`src/rtl/ntt_pkg.sv`:
```
// Shared types and constants for the ML-KEM NTT address path.
// Holds Kyber sizes, the stage-count helper and the FSM state enum.
package ntt_pkg;

  localparam int KYBER_LOG_N = 8;
  localparam int KYBER_N     = 1 << KYBER_LOG_N;

  typedef enum logic [1:0] {
    IDLE,
    RUN,
    GAP,
    DONE
  } state_e;

  function automatic int num_stages(
    input int log_n,
    input int min_log_len
  );
    return log_n - min_log_len;
  endfunction

endpackage

```
`src/rtl/ntt_lane_decode.sv`:
```
// One butterfly lane: (stage, butterfly index, mode) -> addresses, twiddle.
// Ports: s_i, b_i, is_ntt_i in; addr0_o, addr1_o, zeta_o out.
module ntt_lane_decode
  import ntt_pkg::*;
#(
  parameter int LOG_N = KYBER_LOG_N,
  parameter int SW    = 3
) (
  input  logic [SW-1:0]    s_i,
  input  logic [LOG_N-2:0] b_i,
  input  logic             is_ntt_i,
  output logic [LOG_N-1:0] addr0_o,
  output logic [LOG_N-1:0] addr1_o,
  output logic [LOG_N-2:0] zeta_o
);

  localparam int ZW = LOG_N - 1;

  logic [LOG_N-1:0] l;
  logic [LOG_N-1:0] len;
  logic [LOG_N-1:0] b;
  logic [LOG_N-1:0] blk;
  logic [LOG_N-1:0] off;
  logic [LOG_N-1:0] a0;
  logic [ZW-1:0]    z;

  always_comb begin
    l   = LOG_N'(LOG_N - 1) - LOG_N'(s_i);
    len = LOG_N'(1) << l;
    b   = LOG_N'(b_i);
    blk = b >> l;
    off = b & (len - LOG_N'(1));
    a0  = (blk << (l + LOG_N'(1))) + off;
    // INTT walks twiddles downward: 2^(s+1)-1-blk, wrapping mod 2^ZW
    if (is_ntt_i) begin
      z = (ZW'(1) << s_i) + ZW'(blk);
    end else begin
      z = (ZW'(2) << s_i) - ZW'(1) - ZW'(blk);
    end
  end

  assign addr0_o = a0;
  assign addr1_o = a0 + len;
  assign zeta_o  = z;

endmodule

```
`src/rtl/ntt_lane_addr_gen.sv`:
```
// NTT/INTT schedule generator: LANES butterfly addresses per beat.
// Ports: start/is_ntt/abort/out_ready in; beat, stage, busy, done out.
module ntt_lane_addr_gen
  import ntt_pkg::*;
#(
  parameter  int LOG_N       = KYBER_LOG_N,
  parameter  int MIN_LOG_LEN = 1,
  parameter  int LANES       = 1,
  parameter  int STAGE_GAP   = 0,
  localparam int NS = num_stages(LOG_N, MIN_LOG_LEN),
  localparam int SW = (NS > 1) ? $clog2(NS) : 1
) (
  input  logic                     clk,
  input  logic                     rst_n,
  input  logic                     start,
  input  logic                     is_ntt,
  input  logic                     abort,
  input  logic                     out_ready,
  output logic                     out_valid,
  output logic [LANES*LOG_N-1:0]   addr0,
  output logic [LANES*LOG_N-1:0]   addr1,
  output logic [LANES*(LOG_N-1)-1:0] zeta_idx,
  output logic [SW-1:0]            stage,
  output logic                     stage_last,
  output logic                     busy,
  output logic                     done
);

  localparam int BW = LOG_N - 1;
  localparam logic [BW-1:0] LAST =
    BW'((1 << (LOG_N - 1)) - LANES);
  localparam logic [BW-1:0] STEP = BW'(LANES);
  localparam logic [SW-1:0] S_TOP = SW'(NS - 1);

  state_e          state_q;
  logic            ntt_q;
  logic [SW-1:0]   s_q;
  logic [SW-1:0]   s_d;
  logic [BW-1:0]   bcnt_q;
  logic [3:0]      gap_q;
  logic            last_beat;
  logic            last_stage;

  assign last_beat  = bcnt_q == LAST;
  assign last_stage = ntt_q ? (s_q == S_TOP)
                            : (s_q == '0);
  assign s_d = ntt_q ? s_q + SW'(1) : s_q - SW'(1);

  always_ff @(posedge clk or negedge rst_n) begin
    if (!rst_n) begin
      state_q <= IDLE;
      ntt_q   <= 1'b0;
      s_q     <= '0;
      bcnt_q  <= '0;
      gap_q   <= '0;
    end else if (abort) begin
      state_q <= IDLE;
      ntt_q   <= 1'b0;
      s_q     <= '0;
      bcnt_q  <= '0;
      gap_q   <= '0;
    end else begin
      unique case (state_q)
        IDLE: if (start) begin
          state_q <= RUN;
          ntt_q   <= is_ntt;
          s_q     <= is_ntt ? '0 : S_TOP;
          bcnt_q  <= '0;
        end
        RUN: if (out_ready) begin
          if (!last_beat) begin
            bcnt_q <= bcnt_q + STEP;
          end else if (last_stage) begin
            state_q <= DONE;
          end else begin
            bcnt_q <= '0;
            s_q    <= s_d;
            if (STAGE_GAP > 0) begin
              state_q <= GAP;
              gap_q   <= 4'(STAGE_GAP - 1);
            end
          end
        end
        GAP: begin
          if (gap_q == '0) state_q <= RUN;
          else gap_q <= gap_q - 4'd1;
        end
        DONE: begin
          state_q <= IDLE;
          s_q     <= '0;
          bcnt_q  <= '0;
        end
        default: state_q <= IDLE;
      endcase
    end
  end

  assign out_valid  = state_q == RUN;
  assign busy       = state_q != IDLE;
  assign done       = state_q == DONE;
  assign stage      = out_valid ? s_q : '0;
  assign stage_last = out_valid & last_beat;

  for (genvar i = 0; i < LANES; i++) begin : g_lane
    logic [LOG_N-1:0] a0;
    logic [LOG_N-1:0] a1;
    logic [LOG_N-2:0] z;

    ntt_lane_decode #(
      .LOG_N(LOG_N),
      .SW   (SW)
    ) u_dec (
      .s_i     (s_q),
      .b_i     (bcnt_q + BW'(i)),
      .is_ntt_i(ntt_q),
      .addr0_o (a0),
      .addr1_o (a1),
      .zeta_o  (z)
    );

    assign addr0[i*LOG_N +: LOG_N] =
      out_valid ? a0 : '0;
    assign addr1[i*LOG_N +: LOG_N] =
      out_valid ? a1 : '0;
    assign zeta_idx[i*(LOG_N-1) +: LOG_N-1] =
      out_valid ? z : '0;
  end

endmodule

```
`config.mk`:
```
export PLATFORM = sky130hd
export DESIGN_NAME = ntt_lane_addr_gen
export DESIGN_NICKNAME = d
export VERILOG_FILES = /design/src/rtl/ntt_pkg.sv /design/src/rtl/ntt_lane_decode.sv /design/src/rtl/ntt_lane_addr_gen.sv
export SDC_FILE = /design/constraint.sdc
export NUM_CORES = 1
export LEC_CHECK = 0
export ABC_AREA = 0
export BUFFER_PORTS_ARGS = -buffer_cell sky130_fd_sc_hd__buf_2
export CORE_MARGIN = 1.5
export CORE_UTILIZATION = 53
export CTS_CLUSTER_SIZE = 10
export DETAILED_ROUTE_END_ITERATION = 16
export GPL_TIMING_DRIVEN = 0
export PLACE_DENSITY = 0.74
export RECOVER_POWER = 100
export SLEW_MARGIN = 15
export SYNTH_ARGS = -nofsm -noshare
export SYNTH_HDL_FRONTEND = slang
export SYNTH_SLANG_ARGS = --single-unit
```
`constraint.sdc`:
```
create_clock -name clk -period 8.4 [get_ports clk]
set_clock_uncertainty 0.2 [all_clocks]
set_input_delay 1.68 -clock clk [delete_from_list [all_inputs] [get_ports clk]]
set_output_delay 1.68 -clock clk [all_outputs]
set_load 0.02 [all_outputs]
```
Yosys cells after proc, flatten, opt, wreduce, memory -nomap -nowiden
Cells that the tools add are included.

word-level totals
  input port bits = 6
  register bits = 17
  word-level logic and storage cells = 83
  output and inout port bits = 30

operators by class
  mux-type cells = 33
  add/sub/neg operators = 12
  shift operators = 5
  reduce and logical (&&, ||, !) cells = 13
  bitwise operators = 2
  equal/unequal tests = 13

operator list
  operator                                                             number
  7-bit two-way mux                                                    7
  3-bit two-way mux                                                    8
  7-bit case mux with 3 select lines                                   1
  8-bit adder                                                          2
  8-bit two-way mux                                                    2
  2-bit two-way mux                                                    6
  4-bit two-way mux                                                    3
  3-bit != test (second input constant)                                4
  5-bit AND reduction                                                  2
  3-bit case mux with 3 select lines                                   1
  8-bit by 1-bit adder with 8-bit output (second input constant)       1
  7-bit by 8-bit AND with 8-bit output                                 1
  2-bit case mux with 4 select lines                                   1
  2-bit nonzero test                                                   4
  1-bit by 8-bit left shift with 8-bit output (first input constant)   1
  8-bit by 8-bit left shift with 8-bit output                          1
  7-bit by 8-bit >> shifter with 8-bit output                          1
  8-bit by 1-bit subtractor with 8-bit output (second input constant)  1
  7-bit by 1-bit adder with 7-bit output (second input constant)       1
  7-bit adder                                                          1
  7-bit == test (second input constant)                                1
  1-bit by 3-bit left shift with 7-bit output (first input constant)   1
  2-bit by 3-bit left shift with 7-bit output (first input constant)   1
  7-bit by 1-bit subtractor with 7-bit output (second input constant)  1
  19 further kinds                                                     25

Longest topological paths before layout
Gate-level depths: netlist of run 1.

  depth in word-level cells = 7
  mapped depth = 23
  depth with buffers taken out = 20

By module
A second synthesis of run 1 with hierarchy kept.

unflattened totals
  cell total of the unflattened synthesis = 400
  area total of the unflattened synthesis = 3120.5 um2

by module, submodules not included
  module             times used  cells an instance  sequential area each (um2)  area an instance (um2)
  ntt_lane_decode    1           248                0.0                         1851.8
  ntt_lane_addr_gen  1           152                425.4                       1268.7

Least setup slack after synthesis of run 1
No wires, ideal clock.

  path kind = reg-to-output
  start point = register s_q[1]
  end point = output addr1[7]
  arrival time = 5.092 ns
  data required time = 6.520 ns
  stages on the path, launching flop included = 24
  setup slack = 1.428 ns
  path buffers = 3
  path through = dfrtp_1 buf_6 dlymetal6s2s_1 inv_1 ha_1 ha_1 clkbuf_1 a31o_2 nor4_1 ha_1 inv_1 fa_1 nor2b_1 o21ai_0 a21oi_1 nor2_1 ha_1 and3_1 a21oi_1 o21ai_1 or4_1 and3_1 or3_1 mux2i_1

between the ends
  word-level cells in the longest chain between the ends = 7
  elaborated cells between the ends (all ways) = 10
  those cells by class = add/sub: 5; shift: 3; mux: 1; bitwise: 1

RTL lines
  item                                                                                            RTL line                  RTL
  from (decl)                                                                                     ntt_lane_addr_gen.sv:37   logic [SW-1:0] s_q;
  from (signal assigned)                                                                          ntt_lane_addr_gen.sv:67   s_q <= is_ntt ? '0 : S_TOP;
  3-bit by 3-bit subtractor with 4-bit output *                                                   ntt_lane_decode.sv:28     l = LOG_N'(LOG_N - 1) - LOG_N'(s_i);
  parallel branches: the longest is 4 deep, another holds 8-bit by 1-bit adder with 8-bit output  n/a
  8-bit adder *                                                                                   ntt_lane_decode.sv:43     assign addr1_o = a0 + len;
  8-bit two-way mux *                                                                             ntt_lane_addr_gen.sv:124  out_valid ? a1 : '0;
  to (decl)                                                                                       ntt_lane_addr_gen.sv:21   output logic [LANES*LOG_N-1:0] addr1,

Mark *: on every way between the ends.

Worst setup path after layout of run 1
Same ends and word-level chain as after synthesis.

==> results.yml, run 1 <==
status:
  status: "finished clean"
placement:
  numPortBuffers: 34
  post-place-ws_ns: 0.8703
  gp_congestion: 0.8622
  dp_hpwl_um: 5710
critical_path:
  worstRegToRegCells: 9
  critical_path.startpoint: "s_q[1]"
  crit_path_max_fanout: 18
  r2r_slack_ns: 5.56
  timing.rr.start: "state_q[1]"
  cp.arrival_ns: 5.69
  timing_worst_setup_path_type: "flop to output port"
  end_kind: "output port"
  worst_ep_required_time_ns: 6.52
  r2r-end: "bcnt_q[3]"
  crit_end: "addr1[7]"
  startpoint_type: "flop"
power_and_ir_drop:
  comb_power_share: 0.814
  peakVddDrop_v: 0.0001316
  sw_frac_of_total: 0.5575
  p_int_uw: 416.4
  clkPwrFrac: 0.069
  p_leak_uw: 0.001542
  p_per_area_nw_per_um2: 292.3
  power_frac_seq: 0.117
  p_sw_uw: 524.7
cts:
  post_cts_resized: 0
  clk_latency_ns: 0.26
  post_cts_buffers: 0
  cts_tree: "yes"
  cts_root_buf: "clkbuf_8"
  cts_buffer_depth: 2
  cts-htree-levels: 1
  clkTransAtPathRegs_ns: 0.07
  cts_made_buffers: 3
  cts_num_sinks: 17
finish:
  area_growth_pct: 8.109
  layout_commonest_cell: "nor2_1"
  nets: 471
  layout-drive-gt1-share: 0.07092
  num_antenna_cells: 0
  most-common-layout-cells: "nor2_1, clkbuf_1, ha_1, nand2_1, o21ai_0"
synth:
  synth_cell_types: 60
  ys_seq_area_frac: 0.1429
  synth_area_per_cell_sq_um: 7.715
  synth-seq-cells: 17
  synth_edf_count: 0
  synth_area_sq_um: 2978
  syn-num-nets: 433
  syn_inst: 386
  yosys_warnings: 0
  async_flop_share: 1.000
  synthFlopType: "dfrtp_1"
sta:
  fmax_mhz: 132.1
  drv_slew: 0
  max_slew_margin: 0.3823
  setup-tns-final_ns: 0
  tightest_slew_ns: 0.9266
  rsz0062_at_grt: "false"
  fin_ws_ns: 0.8279
  period_share: 0.9014
  setup_violations: 0
  final_hold_viol_count: 0
  fin_crit_ns: 7.572
floorplan:
  ioPinCount: 36
  initial_core_util: 0.5441
  die_x_um: 77.96
  rows: 27
  dieArea_sq_um: 6077
  die_h_um: 77.96
  core_sq_um: 5473
global_route:
  antenna_found_initial: 0
  grt_max_degree: 18
  grt_pass1_vias: 2669
  grtUsageTotal: 0.2489
  grt_pass1_wl_um: 12280
  grt_remaining_overflow: 0
route:
  first_pass_iters: 4
  postRouteAntennaNets: 0
  wirelength_um: 7100
  vias_per_cell: 5.541
  drtIter0Drc: 168
  via_count: 2743
  wl_per_cell_um: 14.34
  drcViolationCount: 0
hold_path:
  hp-class: "flop to flop"
flow_run:
  cap_viol_max_count: 0
## state kept, by name (all words and copies together), names as in the netlist
name	count
bcnt_q	7
gap_q	4
s_q	3
state_q	2
ntt_q	1
## Yosys cell counts (10+ instances only)
library cell	n	area [sq um]
o21ai_0	25	125.1
nor2_1	50	187.7
clkbuf_1	12	45.04
xnor2_1	18	157.7
and2_1	16	100.1
mux2i_1	10	100.1
a21oi_1	20	100.1
xor2_1	15	131.4
inv_1	23	86.33
dfrtp_1	17	425.4
ha_1	37	462.9
nand2_1	29	108.9
## power groups by stage
stage               clock network [uW]  logic (uW)  registers, uW
floorplan                            0         604            107
CTS                               65.4         779            111
global route                      69.9         853            113
detailed placement                   0         775            112
finish                            64.8         766            111
global placement                     0         759            112
## through the flow
stage | hold WS, ns | area (sq um) | power [uW] | util | instances
global route | 0.3935 | 3219 | 1036 | 0.5882 | 495
CTS | 0.3547 | 3283 | 955.0 | 0.5999 | 496
floorplan | 0.3039 | 2978 | 710.8 | - | 386
detailed placement | 0.3392 | 3238 | 887.0 | 0.5917 | 492
global placement | 0.3313 | 3238 | 871.5 | 0.5917 | 492
finish | 0.3470 | 3219 | 941.1 | 0.5882 | 495
## per-layer routing
layer	global-route usage	routed length (um)
met4	0.07321	140
met2	0.4104	3259
met1	0.3367	3394
met3	0.03529	306
met5	0	0
## worst max-delay path, stage by stage (launching register included)
cell      delay, ns
dfrtp_1        0.39
buf_6          0.21
inv_1          0.16
ha_1           0.25
ha_1           0.31
clkbuf_1       0.21
a31o_2         0.30
nor4_1         0.28
ha_1           0.24
inv_1          0.06
fa_1           0.40
nor2b_1        0.12
o21ai_0        0.10
and3_1         0.19
nor2_1         0.16
ha_1           0.32
and3_1         0.19
a21oi_1        0.10
o21ai_1        0.10
or4_1          0.42
and3_1         0.19
or3_1          0.34
mux2i_1        0.13
clkbuf_1       0.25
## cell type report
cell class | instances | area, sq um
clock buffers | 4 | 45.04
flip-flops and latches | 17 | 425.4
plain buffers | 23 | 127.6
well taps | 72 | 90.09
fillers | 536 | 2253
inverters | 27 | 101.3
multi-input cells | 318 | 2295
repair buffers | 34 | 135.1
## logic make-up (layout without fill, tap and decap cells)
logic type,count (synthesis),in the layout,share of synthesized area
AND/OR/NAND/NOR,143,143,0.2366
buffers and inverters,51,88,0.08109
AO/OA/AOI/OAI,81,81,0.1719
XOR/XNOR,33,33,0.09706
adder cells (fa/ha/maj),43,43,0.1891
multiplexers,18,18,0.08151
flip-flops,17,17,0.1429
## how the worst min path moves through the flow
stage | start | to | slack [ns] | cells after the start
finish | gap_q[1] | gap_q[1] | 0.35 | 2
global route | gap_q[1] | gap_q[1] | 0.39 | 2
CTS | gap_q[1] | gap_q[1] | 0.35 | 2
detailed placement | gap_q[1] | gap_q[1] | 0.34 | 2
global placement | gap_q[1] | gap_q[1] | 0.33 | 2
floorplan | gap_q[1] | gap_q[1] | 0.30 | 2
## repair_timing
item                                    4_1_cts  5_1_grt
endpoints found under the setup margin        0        1
hold endpoints to repair                      0        0
hold buffers                                  0        0
(Power assumes the default switching activity.)
==> run 2, diff against run 1 <==
- MAX_ROUTING_LAYER: unset -> met4
==> results.yml, run 2 (synthesis gave the netlist of run 1 again) <==
route:
  wl_per_cell_um: 14.42
  vias_per_cell: 5.529
  first_pass_iters: 4
  drcViolationCount: 0
  via_count: 2737
  postRouteAntennaNets: 0
  drtIter0Drc: 165
  wirelength_um: 7136
finish:
  area_growth_pct: 8.109
  num_antenna_cells: 0
  layout_commonest_cell: "nor2_1"
  regMostFlops: "bcnt_q"
  largestRegisters: "bcnt_q: 7 flops, gap_q: 4 flops, s_q: 3 flops"
  nets: 471
  utilization: 0.5882
  largest_reg_flops: 7
  most-common-layout-cells: "nor2_1, clkbuf_1, ha_1, nand2_1, o21ai_0"
  layout-drive-gt1-share: 0.07092
  fillers: 536
floorplan:
  dieArea_sq_um: 6077
  ioPinCount: 36
  die_x_um: 77.96
  initial_core_util: 0.5441
  core_sq_um: 5473
  rows: 27
  die_h_um: 77.96
critical_path:
  r2r_slack_ns: 5.55
  timing_worst_setup_path_type: "flop to output port"
  startpoint_type: "flop"
  critical_path.cell_chain: "buf_6, inv_1, ha_1, ha_1, clkbuf_1, a31o_2, nor4_1, ha_1, inv_1, fa_1, nor2b_1, o21ai_0, and3_1, nor2_1, ha_1, and3_1, a21oi_1, o21ai_1, or4_1, and3_1, or3_1, mux2i_1, clkbuf_1"
  end_kind: "output port"
  worst_ep_required_time_ns: 6.52
  critPathMaxStageDelay_ns: 0.42
  crit_path_max_fanout: 18
  cp_slowest_cell: "or4_1"
  critPathMostFrequentCell: "ha_1"
  cp.arrival_ns: 5.70
cts:
  cts_buffer_depth: 2
  post_cts_resized: 0
  cts_num_sinks: 17
  clk_latency_ns: 0.26
  clkTransAtPathRegs_ns: 0.07
  ctsHoldBuffers: 0
  cts_tree: "yes"
  cts_root_buf: "clkbuf_8"
  cts-htree-levels: 1
  post_cts_buffers: 0
  cts_made_buffers: 3
power_and_ir_drop:
  sw_frac_of_total: 0.5586
  p_per_area_nw_per_um2: 293.0
  power_frac_seq: 0.117
  clkPwrFrac: 0.070
  p_int_uw: 416.4
  p_leak_uw: 0.001542
  p_sw_uw: 526.9
  peakVddDrop_v: 0.0001313
  comb_power_share: 0.813
global_route:
  grtUsageTotal: 0.2558
  grt_pass1_vias: 2671
  grt_remaining_overflow: 0
  grt_pass1_wl_um: 12280
  grt_max_degree: 18
  antenna_found_initial: 0
hold_path:
  hp-class: "flop to flop"
placement:
  numPortBuffers: 34
  gp_congestion: 0.8762
  dp_hpwl_um: 5710
status:
  status: "finished clean"
sta:
  fin_crit_ns: 7.581
  rsz0062_at_grt: "false"
  setup_violations: 0
  tightest_slew_ns: 0.9210
  final_hold_viol_count: 0
  drv_slew: 0
  setup-tns-final_ns: 0
  fmax_mhz: 131.9
  max_slew_margin: 0.3860
  period_share: 0.9025
flow_run:
  cap_viol_max_count: 0
run 2: cell counts in the layout (fill, tap and decap cells not counted):
No cell type changed its count.
run 2: metal layers:
metal / GRT usage / part of all wire
met5: - / 0
met4: 0.07321 / 0.019
met3: 0.03529 / 0.039
met2: 0.4104 / 0.46
met1: 0.3367 / 0.49
run 2: cell type report:
class                   count  area [sq um]  area share
flip-flops and latches     17         425.4      0.1321
well taps                  72         90.09     0.02798
multi-input cells         318          2295      0.7128
inverters                  27         101.3     0.03148
clock buffers               4         45.04     0.01399
plain buffers              23         127.6     0.03964
repair buffers             34         135.1     0.04197
run 2: final timing paths:
| path | to | from | depth (start not counted) |
|---|---|---|---|
| max in group asynchronous | bcnt_q[2] | rst_n | 1 |
| min | gap_q[1] | gap_q[1] | 2 |
| max | addr1[7] | s_q[1] | 23 |
| min in group asynchronous | state_q[0] | rst_n | 1 |
| max reg2reg | bcnt_q[3] | state_q[1] | 9 |
| min reg2reg | gap_q[1] | gap_q[1] | 2 |
run 2: critical path, delay by kind of cell, from the launching register on:
| family | cells | cell delay (ns) |
|---|---|---|
| mux | 1 | 0.13 |
| fa+ha+maj | 5 | 1.52 |
| compound gates | 4 | 0.60 |
| flops | 1 | 0.40 |
| buf+inv | 5 | 0.90 |
| simple gates | 8 | 1.89 |
run 2: power groups by stage:
stage	clock network [uW]	logic [uW]	registers [uW]
2_1_floorplan	0	604	107
3_3_place_gp	0	759	112
3_5_place_dp	0	775	112
4_1_cts	65.4	779	111
5_1_grt	69.9	853	113
6_report	65.8	767	111
run 2: stage by stage:
stage                     cell area, sq um  std cells  hold WS, ns  power, uW  worst slack, ns
after global routing                  3219        495       0.3935       1036           0.3403
after global placement                3238        492       0.3313      871.5           0.9003
after detailed placement              3238        492       0.3392      887.0           0.8703
final                                 3219        495       0.3478      943.4           0.8186
after floorplan                       2978        386       0.3039      710.8            1.428
after CTS                             3283        496       0.3547      955.0           0.5527
